--- config.mk ---
export PLATFORM = sky130hd
export DESIGN_NAME = priv_1_11_clint
export DESIGN_NICKNAME = d
export VERILOG_FILES = /design/src/rtl/priv_1_11_clint.sv
export SDC_FILE = /design/constraint.sdc
export NUM_CORES = 1
export LEC_CHECK = 0
export CAP_MARGIN = 10
export CORE_MARGIN = 2
export CORE_UTILIZATION = 60
export DETAILED_ROUTE_END_ITERATION = 8
export PLACE_DENSITY = 0.93
export SLEW_MARGIN = 15
export SYNTH_ARGS = -nofsm -noshare
export SYNTH_HDL_FRONTEND = slang
export SYNTH_SLANG_ARGS = --single-unit
--- constraint.sdc ---
create_clock -name CLK -period 12.35 [get_ports CLK]
set_clock_uncertainty 0.1 [all_clocks]
set_input_delay 1.235 -clock CLK [delete_from_list [all_inputs] [get_ports CLK]]
set_output_delay 1.235 -clock CLK [all_outputs]
set_load 0.01 [all_outputs]
--- src/rtl/priv_1_11_clint.sv ---
// priv_1_11_clint: machine timer (mtime/mtimecmp) and software interrupt (msip)
// source for the M-mode-only priv_1_11 block, mapped on a single-cycle word bus.
// Optional build macro: CLINT_PRESCALE_EN -- when defined, mtime advances once
// every PRESCALE cycles; when undefined, mtime advances on every cycle.
module priv_1_11_clint #(
   parameter logic [31:0] BASE_ADDR = 32'h0200_0000,
   parameter int unsigned PRESCALE  = 16
) (
   input  logic        CLK,
   input  logic        RST,
   input  logic [31:0] addr,
   input  logic        wen,
   input  logic        ren,
   input  logic [31:0] wdata,
   output logic [31:0] rdata,
   output logic        ack,
   output logic        bus_err,
   output logic        timer_int,
   output logic        soft_int
);

   localparam int unsigned CNT_W  = 64;
   localparam int unsigned WORD_W = 32;
   localparam int unsigned PRE_W  = 16;

   localparam logic [WORD_W-1:0] OFF_MSIP    = 32'h0000_0000;
   localparam logic [WORD_W-1:0] OFF_CMP_LO  = 32'h0000_4000;
   localparam logic [WORD_W-1:0] OFF_CMP_HI  = 32'h0000_4004;
   localparam logic [WORD_W-1:0] OFF_TIME_LO = 32'h0000_BFF8;
   localparam logic [WORD_W-1:0] OFF_TIME_HI = 32'h0000_BFFC;

   // Elaboration-time guard on the tick period
   if (PRESCALE < 1 || PRESCALE > 65535) begin : g_bad_prescale
      $error("priv_1_11_clint: PRESCALE must be in 1..65535");
   end

   // Architectural state
   logic [CNT_W-1:0]  mtime;
   logic [CNT_W-1:0]  mtimecmp;
   logic              msip;

   // Next-state values
   logic [CNT_W-1:0]  mtime_next;
   logic [CNT_W-1:0]  mtimecmp_next;
   logic              msip_next;
   logic [WORD_W-1:0] rdata_next;
   logic              ack_next;
   logic              bus_err_next;

   // Bus decode
   logic [WORD_W-1:0] offset;
   logic              aligned;
   logic              sel_msip;
   logic              sel_cmp_lo;
   logic              sel_cmp_hi;
   logic              sel_time_lo;
   logic              sel_time_hi;
   logic              mapped;
   logic              req;
   logic              conflict;
   logic              do_write;
   logic              do_read;
   logic              wr_time_lo;
   logic              wr_time_hi;
   logic              wr_time;
   logic              tick;

   assign offset      = addr - BASE_ADDR;
   assign aligned     = (addr[1:0] == 2'b00);
   assign sel_msip    = aligned && (offset == OFF_MSIP);
   assign sel_cmp_lo  = aligned && (offset == OFF_CMP_LO);
   assign sel_cmp_hi  = aligned && (offset == OFF_CMP_HI);
   assign sel_time_lo = aligned && (offset == OFF_TIME_LO);
   assign sel_time_hi = aligned && (offset == OFF_TIME_HI);
   assign mapped      = sel_msip | sel_cmp_lo | sel_cmp_hi | sel_time_lo | sel_time_hi;

   // A simultaneous read and write is rejected outright: neither side happens
   assign req         = wen | ren;
   assign conflict    = wen & ren;
   assign do_write    = wen & ~ren & mapped;
   assign do_read     = ren & ~wen & mapped;
   assign wr_time_lo  = do_write & sel_time_lo;
   assign wr_time_hi  = do_write & sel_time_hi;
   assign wr_time     = wr_time_lo | wr_time_hi;

`ifdef CLINT_PRESCALE_EN
   localparam logic [PRE_W-1:0] PRE_LAST = PRE_W'(PRESCALE - 1);

   logic [PRE_W-1:0] pre_cnt;
   logic [PRE_W-1:0] pre_cnt_next;

   // Tick when the phase counter reaches its last value
   assign tick = (pre_cnt == PRE_LAST);

   // Prescale phase: wraps at PRESCALE-1, restarts on any mtime write
   always_comb begin : pre_next_logic
      pre_cnt_next = pre_cnt + PRE_W'(1);
      if (wr_time || tick) begin
         pre_cnt_next = '0;
      end
   end

   // Prescale phase register
   always_ff @(posedge CLK) begin : pre_reg
      if (RST) begin
         pre_cnt <= '0;
      end else begin
         pre_cnt <= pre_cnt_next;
      end
   end
`else
   // Without a prescaler every cycle advances mtime
   assign tick = 1'b1;
`endif

   // Counter and register next state; a bus write to mtime suppresses that edge's increment
   always_comb begin : state_next_logic
      mtime_next    = mtime;
      mtimecmp_next = mtimecmp;
      msip_next     = msip;

      if (wr_time_lo) begin
         mtime_next[WORD_W-1:0] = wdata;
      end else if (wr_time_hi) begin
         mtime_next[CNT_W-1:WORD_W] = wdata;
      end else if (tick) begin
         mtime_next = mtime + CNT_W'(1);
      end

      if (do_write && sel_cmp_lo) begin
         mtimecmp_next[WORD_W-1:0] = wdata;
      end
      if (do_write && sel_cmp_hi) begin
         mtimecmp_next[CNT_W-1:WORD_W] = wdata;
      end

      if (do_write && sel_msip) begin
         msip_next = wdata[0];
      end
   end

   // Read mux and handshake response, captured from pre-edge state
   always_comb begin : bus_next_logic
      rdata_next   = '0;
      ack_next     = req;
      bus_err_next = req & (conflict | ~mapped);

      if (do_read) begin
         unique case (1'b1)
            sel_msip:    rdata_next = {31'd0, msip};
            sel_cmp_lo:  rdata_next = mtimecmp[WORD_W-1:0];
            sel_cmp_hi:  rdata_next = mtimecmp[CNT_W-1:WORD_W];
            sel_time_lo: rdata_next = mtime[WORD_W-1:0];
            sel_time_hi: rdata_next = mtime[CNT_W-1:WORD_W];
            default:     rdata_next = '0;
         endcase
      end
   end

   // State, bus response and interrupt registers; interrupts track post-edge values
   always_ff @(posedge CLK) begin : main_reg
      if (RST) begin
         mtime     <= '0;
         mtimecmp  <= '1;
         msip      <= 1'b0;
         rdata     <= '0;
         ack       <= 1'b0;
         bus_err   <= 1'b0;
         timer_int <= 1'b0;
         soft_int  <= 1'b0;
      end else begin
         mtime     <= mtime_next;
         mtimecmp  <= mtimecmp_next;
         msip      <= msip_next;
         rdata     <= rdata_next;
         ack       <= ack_next;
         bus_err   <= bus_err_next;
         timer_int <= (mtime_next >= mtimecmp_next);
         soft_int  <= msip_next;
      end
   end

endmodule

; Yosys cells after proc, flatten, opt, wreduce, memory -nomap -nowiden
; Cells that the tools add are included.
[word_totals]
register_bits = 164
input_bits = 68
out_inout_bits = 36
[op_classes]
n_addsub = 2
order_cmp = 1
eq_ne = 4
mux = 7
bitwise = 18
reduce_logical = 11
[ops]
columns = op, count
row1 = $mux 32, 6
row2 = $pmux 32 s5, 1
row3 = $add 64x1->64 const B, 1
row4 = $eq 32x15->1 const B, 2
row5 = $eq 32x16->1 const B, 2
row6 = $ge 64x64->1, 1
row7 = $logic_not 32->1, 1
row8 = $sub 32x26->32 const B, 1
row9 = $and 1x1->1, 8
row10 = $logic_and 1x1->1, 8
row11 = $or 1x1->1, 6
row12 = $not 1->1, 4
row13 = $logic_not 2->1, 1
row14 = $reduce_or 2->1, 1

; Longest topological paths before layout
; Gate-level depths: netlist of run 1.
[logic_depth]
ltp_word = 12
depth_mapped = 20
depth_no_buf = 17

; Least setup slack after synthesis of run 1
; Ideal clock, no wire load.
[synth_timing]
path_kind = input to register
start = input addr[25]
end = register timer_int
arrival_time_ns = 4.622
required_ns = 12.125
setup_slack_ns = 7.503
path_stages = 17
cell_sequence = inv_1 -> ha_1 -> nor4b_1 -> nand4b_1 -> or2_1 -> clkbuf_1 -> nor4_2 -> buf_4 -> mux2i_1 -> ha_1 -> a2111oi_0 -> o21ai_0 -> o21ai_0 -> o22ai_1 -> or2_2 -> o31ai_1 -> a21oi_1
[synth_between]
elab_chain_cells = 12
elab_cells_between_ends = 27
classes_between = add/sub: 1 / order compare: 1 / eq/ne: 4 / mux: 6 / bitwise: 7 / reduce/logical: 8
[synth_rtl]
columns = element, line_no
row1 = from (decl), 11  ; input logic [31:0] addr,
row2 = $sub 32x26->32 (*), 68  ; assign offset = addr - BASE_ADDR;
row3 = $eq 32x15->1 or $logic_not 32->1 (tied branches), "71, 70"
row4 = $logic_and 1x1->1 (on tied branches), "71, 70"
row5 = $or 1x1->1 (4 in series), 75  ; assign mapped = sel_msip | sel_cmp_lo | sel_cmp_hi | sel_time_lo | sel_time_hi;
row6 = $and 1x1->1, 80  ; assign do_write = wen & ~ren & mapped;
row7 = $and 1x1->1, 83  ; assign wr_time_hi = do_write & sel_time_hi;
row8 = $mux 32, 124  ; end else if (wr_time_hi) begin
row9 = $mux 32, 122  ; if (wr_time_lo) begin
row10 = $ge 64x64->1 (*), 178  ; timer_int <= (mtime_next >= mtimecmp_next);
row11 = to (signal assigned), 178
row12 = to (decl), 18  ; output logic timer_int,
; Every way passes the cells marked *; elsewhere a longest branch is shown, timed or not.
; A chain may end at the register's enable or synchronous reset.

; Final worst setup path of run 1
; Ends and elaborated chain as after synthesis.

==> results of run 1 <==
==> placed cells by master, fill, tap and decap left out, drive strengths merged, types with 6 or more instances in the layout <==
master,netlist,layout
nor2,112,112
mux2i,64,64
clkdlybuf4s50,0,102
or3,8,8
nand4,34,34
ha,66,66
nand3,42,42
inv,24,24
a211oi,21,21
xnor2,18,18
o21ai,55,55
clkbuf,52,23
xor2,14,14
nor4,22,22
and2,32,32
nor3,36,36
a21oi,61,61
o31ai,11,11
a22o,8,8
mux2,27,27
dfxtp,164,164
and3,7,7
a21o,9,9
a222oi,32,32
buf,15,12
nand2,145,145
or2,6,6
==> layout make-up <==
| type | instances | area [um^2] | area share, % |
|---|---|---|---|
| multi-input combinational | 899 | 6000 | 52.8 |
| sequential | 164 | 3280 | 28.9 |
| timing repair buffer | 114 | 1110 | 9.75 |
| clock buffer | 23 | 468 | 4.11 |
| tap | 216 | 270 | 2.38 |
| clock inverter | 9 | 151 | 1.33 |
| inverter | 24 | 90.1 | 0.792 |
==> through the flow <==
step                      setup slack [ps]  util, %
after floorplan                       7500        -
after global placement                6070     68.2
after detailed placement              5890     68.2
after CTS                             6280     72.1
after global routing                  5920     72.1
final                                 6140     72.1
==> power groups by stage <==
stage               registers, mW  logic, mW  clock network [mW]
floorplan                   0.543     0.0173                   0
global placement            0.543     0.0516                   0
detailed placement          0.543     0.0524                   0
CTS                         0.532     0.0529               0.567
global route                0.532     0.0566               0.587
finish                      0.532     0.0548               0.567
==> flip-flops by register name (all words and copies together) (netlist names) <==
name and cells:
msip 1, ack 1, rdata 32, mtime 64, bus_err 1, mtimecmp 64, timer_int 1
==> tightest hold or removal path, delay by kind of cell, from the launching register on <==
| family | cells | cell delay [ps] |
|---|---|---|
| flip-flops | 1 | 320 |
| AND/OR/NAND/NOR | 1 | 60 |
| AO/OA/AOI/OAI | 1 | 50 |
==> kinds of logic (layout without fill, tap and decap cells) <==
group | count (synthesis) | in the layout | share of synthesized area, %
AO/OA/AOI/OAI | 240 | 240 | 16.9
adder cells (fa/ha/maj) | 67 | 67 | 8.68
flip-flops | 164 | 164 | 34.1
XOR/XNOR | 32 | 32 | 2.91
AND/OR/NAND/NOR | 469 | 469 | 23.8
multiplexers | 91 | 91 | 9.81
buffers and inverters | 91 | 170 | 3.82
==> worst max path at each step <==
stage             start        end  cells past startpoint
2_1_floorplan  addr[25]  timer_int                     17
3_3_place_gp   addr[25]  timer_int                     18
3_5_place_dp   addr[25]  timer_int                     17
4_1_cts        addr[25]  timer_int                     17
5_1_grt        addr[25]  timer_int                     17
6_report       addr[25]  timer_int                     17
==> routing by layer <==
| layer | vias up | GRT usage, % | routed length [um] |
|---|---|---|---|
| li1 | 4412 | - | - |
| met1 | 4613 | 42.4 | 11300 |
| met2 | 741 | 59.6 | 14200 |
| met3 | 182 | 8.51 | 3490 |
| met4 | 0 | 22.4 | 1720 |
| met5 | - | 0 | 0 |
==> impl_metrics.json, run 1 <==
{
  "p_seq_share_pct": 46.1,
  "power_switching_share_pct": 21.6,
  "setup_violations": 0,
  "r2r_start": "mtime[19]",
  "leakagePower_nw": 4.52,
  "critPathKind": "in2reg",
  "drc": 0,
  "ctsResizeCount": 0,
  "r2r_slack_ps": 6830,
  "grt_usage_pct": 36.1,
  "worst_hold_path.endpoint": "msip",
  "clkLatencyLatePin_ps": 450,
  "grt_pass1_vias": 9608,
  "antenna-diode-count": 0,
  "synth_nets": 1288,
  "dpl.cell_count": 1417,
  "gp_congestion": 0.963,
  "reg2reg_to": "timer_int",
  "rsz0062_at_grt": "false",
  "io_buffer_count": 103,
  "stdcell_area_mm2": 0.0114,
  "place_area_mm2": 0.0108,
  "first_iter_violations": 1573,
  "rows": 46,
  "power_mw": 1.15,
  "cp-start-kind": "input pin",
  "crit_path_end_kind": "flop",
  "ys.flop_type": "dfxtp_1",
  "overflow": 0,
  "yosys.area.top_type": "dfxtp_1",
  "postCtsSetupBuffers": 0,
  "min_path_type": "reg2reg",
  "fillers": 1180,
  "final_cells": 1449,
  "hold_violations": 0,
  "final_max_slew_viol_count": 0,
  "synth_area_leaders": "dfxtp_1 (34%), ha_1 (8.6%), mux2i_1 (6.7%)",
  "start_util_pct": 61.1,
  "antenna_found_initial": 0,
  "powerDensity_mw_per_mm2": 101,
  "h-tree-depth": 4,
  "setup_tns_ps": 0,
  "path_buf_inv": 3,
  "firstDrtPassIters": 8,
  "p_comb_share_pct": 4.8,
  "tritoncts": "yes",
  "cts.sink_count": 164,
  "synthArstFlopShare_pct": 0,
  "cp_slowest_stage_delay_ps": 700,
  "relSlewSlack_pct": 17.5,
  "layout.nets": 1354,
  "drive_gt1_share_pct": 7.14,
  "hold_path.startpoint": "msip",
  "hold_buffers": 0,
  "yosys_warnings": 0,
  "wl_per_cell_um": 21.2,
  "avgSynthCellArea_um2": 8.35,
  "antenna_left": 0,
  "worstPathArrival_ps": 6430,
  "fin_hold_ws_ps": 371,
  "synth_top_area_share_pct": 34.1,
  "synth_edf_count": 0,
  "grt_pass1_wl_mm": 47.8,
  "fp.dieW_um": 131,
  "tightestPinTransition_ps": 1240,
  "synth_cell_types": 65,
  "min_path_cells": 2,
  "path_max_fanout": 33,
  "vias_per_cell": 6.87,
  "netSwitchingPower_uw": 249,
  "period_share_pct": 50.3,
  "synth_seq_cells": 164,
  "wl_mm": 30.7,
  "die_area_mm2": 0.0171,
  "intPower_uw": 905,
  "die_y_um": 131,
  "path_clk_slew_ps": 60,
  "grt_max_degree": 95,
  "worst_r2r_path_depth": 13,
  "synthCells": 1154,
  "outcome": "completed",
  "yosysMostFrequentCell": "dfxtp_1",
  "vias": 9948,
  "cts-root-buf": "clkbuf_16",
  "critPathTopFamily": "simple AND/OR/NAND/NOR gates",
  "cp_common_cell": "ha_1",
  "area_delta_synth_final_pct": 18.1,
  "numCtsBuffers": 17,
  "io_pins": 104,
  "vdd_drop_max_mv": 0.104,
  "clkPwrFrac_pct": 49.1,
  "ys_seq_area_share_pct": 34.1,
  "drv_cap": 0,
  "fin_crit_ps": 6210,
  "synth_common_cells": "dfxtp_1 (164), nand2_1 (145), nor2_1 (112)",
  "timing.fmax_mhz": 161,
  "clockBufferDepth": 2,
  "slowest_stage": "nand2_2",
  "dpl.hpwl_mm": 20.4,
  "core_area_mm2": 0.0158,
  "syn-cell-area_mm2": 0.00963,
  "required_ps": 12570,
  "crit_chain": "clkdlybuf4s50_1 -> inv_1 -> ha_1 -> nor4b_1 -> nand4b_1 -> or2_1 -> nor4_4 -> buf_4 -> nand2_2 -> mux2i_1 -> ha_1 -> a211oi_1 -> nor2_1 -> o41ai_1 -> a31oi_1 -> o31ai_1 -> a21oi_1"
}
Power figures use the tool's default switching activity.
==> run 2: changes to the inputs <==
CORE_UTILIZATION = 57   (was 60)
PLACE_DENSITY = 0.89   (was 0.93)
clock period = 5.96 ns   (was 12.35 ns; I/O delays follow)
==> run 2 against run 1 <==
- sequential share of layout area is 0.50 points lower
- sequential cell count stayed put
- die area is 5.1% higher
- combinational power is 110% higher
- clock power is 120% higher
==> impl_metrics.json, run 2 (synthesis results as in run 1) <==
{
  "layout_commonest_cell": "dfxtp_1",
  "clkLatencyLatePin_ps": 450,
  "vdd_drop_max_mv": 0.229,
  "outcome": "completed",
  "dpl.cell_count": 1438,
  "antenna-diode-count": 0,
  "vias": 9966,
  "drv_cap": 0,
  "path_max_fanout": 14,
  "gp_congestion": 0.982,
  "wl_mm": 31.2,
  "grt_pass1_wl_mm": 50.3,
  "layout.nets": 1371,
  "grt_pass1_vias": 9925,
  "fillers": 1226,
  "core_area_mm2": 0.0165,
  "relSlewSlack_pct": 29.3,
  "cts.sink_count": 164,
  "fp.dieW_um": 134,
  "rows": 47,
  "numCtsBuffers": 17,
  "min_path_type": "reg2reg",
  "critPathKind": "in2reg",
  "tightestPinTransition_ps": 1050,
  "grt_max_degree": 51,
  "area_delta_synth_final_pct": 20.1,
  "hold_buffers": 0,
  "drc": 0,
  "worstPathArrival_ps": 5400,
  "tritoncts": "yes",
  "required_ps": 6180,
  "cp-start-kind": "input pin",
  "antenna_left": 0,
  "setup_tns_ps": 0,
  "h-tree-depth": 4,
  "antenna_found_initial": 0,
  "timing.fmax_mhz": 193,
  "first_iter_violations": 1335,
  "crit_path_end_kind": "flop",
  "overflow": 0,
  "wl_per_cell_um": 21.3,
  "grt_usage_pct": 35.3,
  "final_core_util_pct": 70.0,
  "io_pins": 104,
  "die_area_mm2": 0.0180,
  "powerDensity_mw_per_mm2": 212,
  "die_y_um": 134,
  "dpl.hpwl_mm": 21.3,
  "final_max_slew_viol_count": 0,
  "fin_hold_ws_ps": 370,
  "fin_crit_ps": 5180,
  "vias_per_cell": 6.78,
  "firstDrtPassIters": 8,
  "ctsResizeCount": 0,
  "setup_violations": 0,
  "power_mw": 2.46,
  "clockBufferDepth": 2,
  "rsz0062_at_grt": "false",
  "period_share_pct": 86.9,
  "leakagePower_nw": 4.63,
  "cts-root-buf": "clkbuf_16",
  "largestRegisters": "mtime: 64 flops, mtimecmp: 64 flops, rdata: 32 flops",
  "postCtsSetupBuffers": 0,
  "hold_violations": 0,
  "start_util_pct": 58.3,
  "final_cells": 1470,
  "io_buffer_count": 103,
  "drive_gt1_share_pct": 8.72,
  "path_clk_slew_ps": 70,
  "layout_common_cells": "dfxtp_1 (164), nand2_1 (144), nor2_1 (111), clkdlybuf4s50_1 (102), ha_1 (66)"
}
run 2: worst paths after layout:
check / startpoint / slack (ps) / end / cells after the start
setup / recovery: addr[25] / 780 / timer_int / 17
hold / removal: mtimecmp[0] / 370 / rdata[0] / 2
setup reg to reg: mtime[19] / 1130 / timer_int / 14
hold reg to reg: mtimecmp[0] / 370 / rdata[0] / 2
run 2: power breakdown:
group	switching, mW	internal, mW	leakage, nW
registers	0.00289	1.10	1.32
clock network	0.465	0.777	0.322
logic	0.0596	0.0547	2.98
total	0.528	1.93	4.63
run 2: layer usage:
metal	GRT usage (%)	up-vias	part of all wire [%]	wire, um
met2	57.5	750	46	14400
met3	9.90	172	11	3580
met1	42.7	4615	37	11700
met5	0	-	0	0
met4	17.8	0	5.2	1620
li1	-	4429	-	-
run 2: per-stage QoR:
step | setup slack [ps] | cell area (um^2)
after floorplan | 1750 | 9630
after global placement | 780 | 10900
after detailed placement | 521 | 10900
after CTS | 954 | 11600
after global routing | 426 | 11600
final | 779 | 11600
run 2: layout make-up:
class	count	area [um^2]	area share [%]
Clock inverter	12	201	1.74
Sequential cell	164	3280	28.4
Timing Repair Buffer	131	1250	10.8
Inverter	24	90.1	0.778
Tap cell	220	275	2.38
Multi-Input combinational cell	899	6010	51.9
Clock buffer	20	467	4.03
run 2: worst max-delay path: stages:
cell	delay, ps
clkdlybuf4s50_1	480
inv_1	50
ha_1	260
nor4b_1	420
nand4b_1	230
or2_1	400
nor4_4	780
buf_4	430
mux2i_1	200
ha_1	260
a2111oi_0	360
o21ai_0	160
o21ai_0	140
o22ai_1	160
or2_2	350
o31ai_1	70
a21oi_1	60
